### src/rtl/sha1_pkg.sv
// Shared types and constants for the SHA-1 block sequencer and its benches.
// Round boundaries are in core round numbering; IV words are the standard SHA-1 initial hash.
package sha1_pkg;

  typedef enum logic [1:0] {
    LOAD,
    RUN,
    DONE
  } state_t;

  localparam int DEF_N_WORDS    = 16;
  localparam int DEF_OUT_BASE   = 80;
  localparam int DEF_IDLE_ROUND = 127;

  localparam int W_LAST      = 15;
  localparam int CHAIN_FIRST = 11;
  localparam int CHAIN_LAST  = 15;

  localparam int ROUND_W  = 7;
  localparam int STEP_W   = 5;
  localparam int WORD_W   = 32;
  localparam int DIGEST_W = 160;

  localparam logic [31:0] IV_H0 = 32'h67452301;
  localparam logic [31:0] IV_H1 = 32'hEFCDAB89;
  localparam logic [31:0] IV_H2 = 32'h98BADCFE;
  localparam logic [31:0] IV_H3 = 32'h10325476;
  localparam logic [31:0] IV_H4 = 32'hC3D2E1F0;
  localparam logic [159:0] IV   = {IV_H0, IV_H1, IV_H2, IV_H3, IV_H4};

endpackage

### src/rtl/sha1_sequencer_if.sv
// Host-side block input and digest output handshakes of the SHA-1 sequencer.
// master = HMAC controller side, slave = sequencer side.
interface sha1_sequencer_if;
  import sha1_pkg::*;

  logic                in_valid;
  logic                in_ready;
  logic [WORD_W-1:0]   in_data;
  logic                in_first;
  logic                out_valid;
  logic                out_ready;
  logic [DIGEST_W-1:0] out_data;

  modport master (
    output in_valid, in_data, in_first, out_ready,
    input  in_ready, out_valid, out_data
  );

  modport slave (
    input  in_valid, in_data, in_first, out_ready,
    output in_ready, out_valid, out_data
  );

endinterface

### src/rtl/sha1_word_buf.sv
// Message block buffer: written one 32-bit word per accept, read one bit per cycle
// as the serial W stream for rounds 0..N_WORDS-1 (LSB first), zero afterwards.
module sha1_word_buf
  import sha1_pkg::*;
#(
  parameter int N_WORDS = DEF_N_WORDS
) (
  input  logic                       clk,
  input  logic                       wr_en,
  input  logic [$clog2(N_WORDS)-1:0] wr_idx,
  input  logic [WORD_W-1:0]          wr_data,
  input  logic [ROUND_W-1:0]         rd_round,
  input  logic [STEP_W-1:0]          rd_step,
  output logic                       w_bit
);

  localparam logic [ROUND_W-1:0] RND_W_LAST = ROUND_W'(N_WORDS - 1);

  logic [WORD_W-1:0] mem [N_WORDS];

  // Pure storage: contents are always rewritten before they are read.
  always_ff @(posedge clk) begin
    if (wr_en) begin
      mem[wr_idx] <= wr_data;
    end
  end

  always_comb begin
    w_bit = 1'b0;
    if (rd_round <= RND_W_LAST) begin
      w_bit = mem[rd_round[$clog2(N_WORDS)-1:0]][rd_step];
    end
  end

endmodule

### src/rtl/sha1_sequencer.sv
// Control side of the bit-serial SHA-1 core: loads a 16-word block, drives round/step
// and the serial W/chaining streams, and collects the serial digest into a 160-bit result.
module sha1_sequencer
  import sha1_pkg::*;
#(
  parameter int N_WORDS    = DEF_N_WORDS,
  parameter int OUT_BASE   = DEF_OUT_BASE,
  parameter int IDLE_ROUND = DEF_IDLE_ROUND
) (
  input  logic               clk,
  input  logic               rst_n,
  sha1_sequencer_if.slave    host,
  output logic [ROUND_W-1:0] round,
  output logic [STEP_W-1:0]  step,
  output logic               w_out,
  output logic               a_out,
  input  logic               init_in,
  input  logic               h_in
);

  localparam int CNT_W = $clog2(N_WORDS);
  localparam logic [CNT_W-1:0]   CNT_LAST        = CNT_W'(N_WORDS - 1);
  localparam logic [ROUND_W-1:0] RND_IDLE        = ROUND_W'(IDLE_ROUND);
  localparam logic [ROUND_W-1:0] RND_OUT_FIRST   = ROUND_W'(OUT_BASE);
  localparam logic [ROUND_W-1:0] RND_OUT_LAST    = ROUND_W'(OUT_BASE + 4);
  localparam logic [ROUND_W-1:0] RND_CHAIN_FIRST = ROUND_W'(CHAIN_FIRST);
  localparam logic [ROUND_W-1:0] RND_CHAIN_LAST  = ROUND_W'(CHAIN_LAST);
  localparam logic [STEP_W-1:0]  STEP_LAST       = STEP_W'(31);

  state_t               state, state_nxt;
  logic [CNT_W-1:0]     count;
  logic                 first_q;
  logic [ROUND_W-1:0]   round_q;
  logic [STEP_W-1:0]    step_q;
  logic [DIGEST_W-1:0]  digest;

  logic                 accept;
  logic                 run_last;
  logic                 in_chain;
  logic                 in_capture;
  logic [2:0]           chain_rel;
  logic [2:0]           cap_rel;
  logic [7:0]           chain_idx;
  logic [7:0]           cap_idx;

  always_ff @(posedge clk or negedge rst_n) begin
    if (!rst_n) begin
      state <= LOAD;
    end else begin
      state <= state_nxt;
    end
  end

  always_comb begin
    state_nxt = state;
    accept    = 1'b0;
    run_last  = 1'b0;
    case (state)
      LOAD: begin
        accept = host.in_valid;
        if (accept && (count == CNT_LAST)) begin
          state_nxt = RUN;
        end
      end
      RUN: begin
        run_last = (round_q == RND_OUT_LAST) && (step_q == STEP_LAST);
        if (run_last) begin
          state_nxt = DONE;
        end
      end
      DONE: begin
        if (host.out_ready) begin
          state_nxt = LOAD;
        end
      end
      default: state_nxt = LOAD;
    endcase
  end

  assign host.in_ready  = (state == LOAD);
  assign host.out_valid = (state == DONE);
  assign host.out_data  = digest;
  assign round          = round_q;
  assign step           = step_q;

  // in_first is only meaningful on word 0; later words may carry anything there.
  always_ff @(posedge clk or negedge rst_n) begin
    if (!rst_n) begin
      count   <= '0;
      first_q <= 1'b1;
      round_q <= RND_IDLE;
      step_q  <= '0;
    end else begin
      if (accept) begin
        count <= (count == CNT_LAST) ? '0 : count + 1'b1;
        if (count == '0) begin
          first_q <= host.in_first;
        end
      end
      if ((state == LOAD) && (state_nxt == RUN)) begin
        round_q <= '0;
        step_q  <= '0;
      end else if (state == RUN) begin
        if (run_last) begin
          round_q <= RND_IDLE;
          step_q  <= '0;
        end else begin
          step_q <= step_q + 1'b1;
          if (step_q == STEP_LAST) begin
            round_q <= round_q + 1'b1;
          end
        end
      end
    end
  end

  // Digest word H0 sits at the top of out_data, so round OUT_BASE+k lands in word 4-k.
  assign in_capture = (state == RUN) && (round_q >= RND_OUT_FIRST) && (round_q <= RND_OUT_LAST);
  assign cap_rel    = 3'(RND_OUT_LAST - round_q);
  assign cap_idx    = {cap_rel, step_q};

  always_ff @(posedge clk or negedge rst_n) begin
    if (!rst_n) begin
      digest <= '0;
    end else if (in_capture) begin
      digest[cap_idx] <= h_in;
    end
  end

  // Chaining feed runs H4 first (round 11) up to H0 (round 15), i.e. the low word of out_data first.
  assign in_chain  = (state == RUN) && (round_q >= RND_CHAIN_FIRST) && (round_q <= RND_CHAIN_LAST);
  assign chain_rel = 3'(round_q - RND_CHAIN_FIRST);
  assign chain_idx = {chain_rel, step_q};

  always_comb begin
    a_out = 1'b0;
    if (in_chain) begin
      a_out = first_q ? init_in : digest[chain_idx];
    end
  end

  sha1_word_buf #(
    .N_WORDS (N_WORDS)
  ) u_word_buf (
    .clk      (clk),
    .wr_en    (accept),
    .wr_idx   (count),
    .wr_data  (host.in_data),
    .rd_round (round_q),
    .rd_step  (step_q),
    .w_bit    (w_out)
  );

endmodule

### src/flat_wrapper.sv
// flat-port wrapper written by rule: the top's interface ports become plain ports
module sha1_sequencer_flat import sha1_pkg::*;
#(
  parameter int N_WORDS    = DEF_N_WORDS,
  parameter int OUT_BASE   = DEF_OUT_BASE,
  parameter int IDLE_ROUND = DEF_IDLE_ROUND
)
  (clk, rst_n, round, step, w_out, a_out, init_in, h_in, host_in_valid, host_in_data, host_in_first, host_out_ready, host_in_ready, host_out_valid, host_out_data);
  sha1_sequencer_if host_i ();
  input  logic clk;
  input  logic rst_n;
  output logic [ROUND_W-1:0] round;
  output logic [STEP_W-1:0] step;
  output logic w_out;
  output logic a_out;
  input  logic init_in;
  input  logic h_in;
  input wire logic [$bits(host_i.in_valid)-1:0] host_in_valid;
  input wire logic [$bits(host_i.in_data)-1:0] host_in_data;
  input wire logic [$bits(host_i.in_first)-1:0] host_in_first;
  input wire logic [$bits(host_i.out_ready)-1:0] host_out_ready;
  output wire logic [$bits(host_i.in_ready)-1:0] host_in_ready;
  output wire logic [$bits(host_i.out_valid)-1:0] host_out_valid;
  output wire logic [$bits(host_i.out_data)-1:0] host_out_data;
  assign host_i.in_valid = host_in_valid;
  assign host_i.in_data = host_in_data;
  assign host_i.in_first = host_in_first;
  assign host_i.out_ready = host_out_ready;
  assign host_in_ready = host_i.in_ready;
  assign host_out_valid = host_i.out_valid;
  assign host_out_data = host_i.out_data;
  sha1_sequencer #(.N_WORDS(N_WORDS), .OUT_BASE(OUT_BASE), .IDLE_ROUND(IDLE_ROUND)) u_core (.clk(clk), .rst_n(rst_n), .host(host_i), .round(round), .step(step), .w_out(w_out), .a_out(a_out), .init_in(init_in), .h_in(h_in));
endmodule
### config.mk
export PLATFORM = sky130hd
export DESIGN_NAME = sha1_sequencer_flat
export DESIGN_NICKNAME = d
export VERILOG_FILES = /design/src/rtl/sha1_pkg.sv /design/src/rtl/sha1_sequencer_if.sv /design/src/rtl/sha1_word_buf.sv /design/src/rtl/sha1_sequencer.sv /design/src/flat_wrapper.sv
export SDC_FILE = /design/constraint.sdc
export NUM_CORES = 1
export LEC_CHECK = 0
export ABC_AREA = 1
export CELL_PAD_IN_SITES_DETAIL_PLACEMENT = 1
export CELL_PAD_IN_SITES_GLOBAL_PLACEMENT = 1
export CORE_MARGIN = 3
export CORE_UTILIZATION = 50
export CTS_CLUSTER_SIZE = 16
export DETAILED_ROUTE_END_ITERATION = 7
export GPL_ROUTABILITY_DRIVEN = 0
export PLACE_DENSITY = 0.91
export SETUP_SLACK_MARGIN = 0.2
export SLEW_MARGIN = 0
export SYNTH_ARGS = -nofsm -noshare
export SYNTH_HDL_FRONTEND = slang
export SYNTH_SLANG_ARGS = --single-unit
export TNS_END_PERCENT = 5
### constraint.sdc
create_clock -name clk -period 8.1 [get_ports clk]
set_clock_uncertainty 0.15 [all_clocks]
set_input_delay 0.81 -clock clk [delete_from_list [all_inputs] [get_ports clk]]
set_output_delay 0.81 -clock clk [all_outputs]
set_load 0.005 [all_outputs]
==> flow_results.xml <==
<?xml version="1.0" encoding="UTF-8"?>
<metrics>
  <group name="route">
    <metric name="ant_nets" unit="">0</metric>
    <metric name="dr.pass1.iters" unit="">6</metric>
    <metric name="drt_drc_violations_left" unit="">0</metric>
    <metric name="vias_per_cell" unit="">6.25</metric>
    <metric name="via_count" unit="">24800</metric>
    <metric name="first_iter_violations" unit="">2749</metric>
    <metric name="drt-wirelength-per-cell" unit="um">27.7</metric>
    <metric name="totalWireLength" unit="mm">110</metric>
  </group>
  <group name="clock_network">
    <metric name="clock-sinks" unit="">691</metric>
    <metric name="postCtsResizedCells" unit="">0</metric>
    <metric name="tritoncts" unit="">built</metric>
    <metric name="cts.repair_timing.setup_buffer_count" unit="">0</metric>
    <metric name="root_buffer" unit="">clkbuf_16</metric>
    <metric name="cts-buffers-inserted" unit="">74</metric>
    <metric name="worst_setup_hold_path_clk_slew" unit="ns">0.06</metric>
    <metric name="clock_latency" unit="ns">0.66</metric>
    <metric name="htreeDepth" unit="">3</metric>
    <metric name="cts_hold_repair.buffers" unit="">0</metric>
    <metric name="cts.path.max_buffers" unit="">3</metric>
  </group>
  <group name="global_routing">
    <metric name="grt_antenna_before_repair" unit="">4</metric>
    <metric name="grt_pass1_wl" unit="mm">164</metric>
    <metric name="pin_count_of_the_biggest_net_entering_global_routing" unit="">224</metric>
    <metric name="residual_overflow_from_global_routing" unit="">0</metric>
    <metric name="first_global_vias" unit="">26600</metric>
    <metric name="grt_usage" unit="">0.341</metric>
  </group>
  <group name="timing">
    <metric name="setup_slack" unit="ns">2.00</metric>
    <metric name="setup_tns_final" unit="ns">0</metric>
    <metric name="rsz0062_at_grt" unit="">false</metric>
    <metric name="finalCritPeriodShare" unit="">0.753</metric>
    <metric name="slew_violations" unit="">0</metric>
    <metric name="final.min_clock_period" unit="ns">6.10</metric>
    <metric name="setup_viol" unit="">0</metric>
    <metric name="max_freq" unit="MHz">164</metric>
    <metric name="slew_worst_pin" unit="ns">1.25</metric>
    <metric name="timing_hold_violations_final" unit="">0</metric>
    <metric name="slew_headroom" unit="">0.163</metric>
  </group>
  <group name="yosys">
    <metric name="syn_inst" unit="">2961</metric>
    <metric name="yosys-top-cells-area" unit="">edfxtp_1, dfrtp_1, nand2_1</metric>
    <metric name="synth-edff-count" unit="">512</metric>
    <metric name="postSynth.asyncResetShare" unit="">0.259</metric>
    <metric name="yosysUniqueCellTypes" unit="">39</metric>
    <metric name="ys_ff_latch" unit="">691</metric>
    <metric name="mappedNetlistArea" unit="um^2">30600</metric>
    <metric name="synth_top_area_cell" unit="">edfxtp_1</metric>
    <metric name="synth.yosys.seq_area_share" unit="">0.650</metric>
    <metric name="syn-num-nets" unit="">3011</metric>
    <metric name="ys_warn_count" unit="">0</metric>
    <metric name="synth_largest_type_area_fraction" unit="">0.503</metric>
    <metric name="syn-mean-instance-area" unit="um^2">10.3</metric>
    <metric name="ys_dominant_reg_cell" unit="">edfxtp_1</metric>
  </group>
  <group name="critical_path">
    <metric name="timing.critical_path.slowest_stage_cell" unit="">dfstp_4</metric>
    <metric name="worst_setup_path_end_kind" unit="">output port</metric>
    <metric name="path_class" unit="">register to output port</metric>
    <metric name="cpMostUsedCell" unit="">nand3_1</metric>
    <metric name="crit_path_max_incr_delay" unit="ns">1.13</metric>
    <metric name="critical_path.cell_chain" unit="">buf_12 -&gt; nor2_1 -&gt; nor2_1 -&gt; o21ai_0 -&gt; o21ai_0 -&gt; nand2_1 -&gt; nand3_1 -&gt; nand3_1 -&gt; nand3_1 -&gt; nand3_1 -&gt; nand3_1 -&gt; nor2_1 -&gt; nor2_1 -&gt; clkdlybuf4s50_1</metric>
    <metric name="crit_start" unit="">u_core.round[0]</metric>
    <metric name="reg2reg_from" unit="">u_core.round[0]</metric>
    <metric name="worst-path-max-fanout" unit="">223</metric>
    <metric name="critical_path.startpoint_type" unit="">register</metric>
    <metric name="critPathArrivalTime" unit="ns">5.14</metric>
    <metric name="worstPathRequired" unit="ns">7.14</metric>
  </group>
  <group name="place">
    <metric name="place.port_buffers" unit="">214</metric>
    <metric name="dp_hpwl" unit="mm">59.0</metric>
    <metric name="preCtsSetupSlack" unit="ns">2.85</metric>
    <metric name="place_area" unit="um^2">33300</metric>
  </group>
  <group name="hold_path">
    <metric name="hold_class" unit="">input port to asynchronous set/reset pin</metric>
  </group>
  <group name="layout">
    <metric name="area.growth.synth_to_final" unit="%">17.6</metric>
    <metric name="register_area" unit="um^2">19900</metric>
    <metric name="postLayoutCoreUtil" unit="">0.594</metric>
    <metric name="layout.filler_cells" unit="">6277</metric>
    <metric name="multi_input_combinational_cell_area" unit="um^2">9080</metric>
    <metric name="design_area" unit="um^2">35900</metric>
    <metric name="drive_gt1_frac" unit="">0.0787</metric>
    <metric name="finish.net_count" unit="">3167</metric>
  </group>
  <group name="floorplanning">
    <metric name="initial_utilization" unit="">0.506</metric>
    <metric name="die_height" unit="um">253</metric>
    <metric name="die_outline_area" unit="um^2">64100</metric>
    <metric name="dieWidth" unit="um">253</metric>
    <metric name="row_count" unit="">90</metric>
    <metric name="top_level_ports" unit="">215</metric>
    <metric name="floorplan.core_area" unit="um^2">60500</metric>
  </group>
  <group name="power">
    <metric name="max-vdd-ir-drop" unit="mV">0.287</metric>
    <metric name="p_total" unit="mW">12.4</metric>
    <metric name="leakagePower" unit="nW">13.9</metric>
    <metric name="power_density" unit="nW/um^2">345</metric>
  </group>
  <group name="outcome">
    <metric name="result_of_the_run" unit="">complete, no violations</metric>
  </group>
  <group name="flow_run">
    <metric name="maxCapViolCount" unit="">0</metric>
  </group>
</metrics>
[logic make-up after synthesis]
logic type      synth area share
flops                      0.650
xor+xnor                 0.00172
mux                       0.0266
buf+inv                   0.0567
fa+ha+maj                0.00450
simple gates               0.166
compound gates            0.0944
[stage by stage]
stage               std cells  hold WS, ns
floorplan                2961        0.341
global placement         3823        0.341
detailed placement       3823        0.353
CTS                      3958        0.150
global route             3958        0.200
finish                   3961       0.0977
[per-layer routing]
| layer | vias up | global-route usage | wire (um) |
|---|---|---|---|
| met1 | 12300 | 0.398 | 38600 |
| met2 | 1566 | 0.577 | 53700 |
| met4 | 6 | 0.212 | 7610 |
| li1 | 10300 | - | - |
| met5 | - | 0 | 41 |
| met3 | 528 | 0.0711 | 9920 |
[flip-flops by register name, indices dropped and copies added (netlist names)]
signal                 count
u_core.state               2
u_core.host.out_data     160
u_core.step                5
u_core.count               4
u_core.u_word_buf.mem    512
u_core.first_q             1
u_core.round               7
[worst paths after layout]
check | cells past startpoint | slack (ns) | to
worst max-delay path | 14 | 2.00 | w_out
min in group clk | 2 | 0.38 | u_core.host.out_data[61]
worst max register to register | 10 | 3.69 | u_core.host.out_data[15]
worst min register to register | 2 | 0.38 | u_core.host.out_data[61]
max in group asynchronous | 2 | 6.07 | u_core.host.out_data[13]
worst min-delay path | 1 | 0.1 | u_core.host.out_data[85]
[final cells by class]
cell class	count	share of cell area
Sequential cell	691	0.553
Multi-Input combinational cell	1858	0.253
Timing Repair Buffer	252	0.0686
Clock buffer	94	0.0556
Tap cell	782	0.0272
Inverter	240	0.0253
Clock inverter	41	0.0175
Antenna cell	3	0.000209
[layout by cell type (no fill, tap or decap), types with 14 or more instances in the layout]
cell type        count
o21a_1              58
buf_4               35
mux2_2              19
nor3_1              42
nand3_1            192
clkbuf_16           74
o22ai_1             30
nor2_2              20
a21oi_1            118
nor2_1             403
dfrtp_1            169
clkinv_1            17
o21ai_0            271
inv_1              222
nand2_1            541
edfxtp_1           512
o211ai_1            28
nor2_4              14
mux2i_1             60
clkdlybuf4s50_1    213
[worst max-delay path, delay by kind of cell (launching register included)]
kind                   cells  cell delay, ns
AO/OA/AOI/OAI              2            0.35
buffers and inverters      2            1.35
flip-flops                 1            1.13
AND/OR/NAND/NOR           10            1.53
[Yosys cell counts (all sizes together), types with 7 or more instances]
library cell    n
nand2         546
edfxtp        512
nor2          437
o21ai         283
inv           233
nand3         194
dfrtp         171
a21oi         118
buf           115
mux2i          60
o21a           58
clkbuf         57
nor3           46
o22ai          30
o211ai         28
mux2           19
or2            13
ha             11
dfstp           8
clkinv          7
[power by group]
group | internal (mW) | switching (mW)
combinational | 1.14 | 3.19
clock | 2.16 | 1.53
sequential | 4.11 | 0.251
Note: power is estimated with default switching activity, not from simulation.
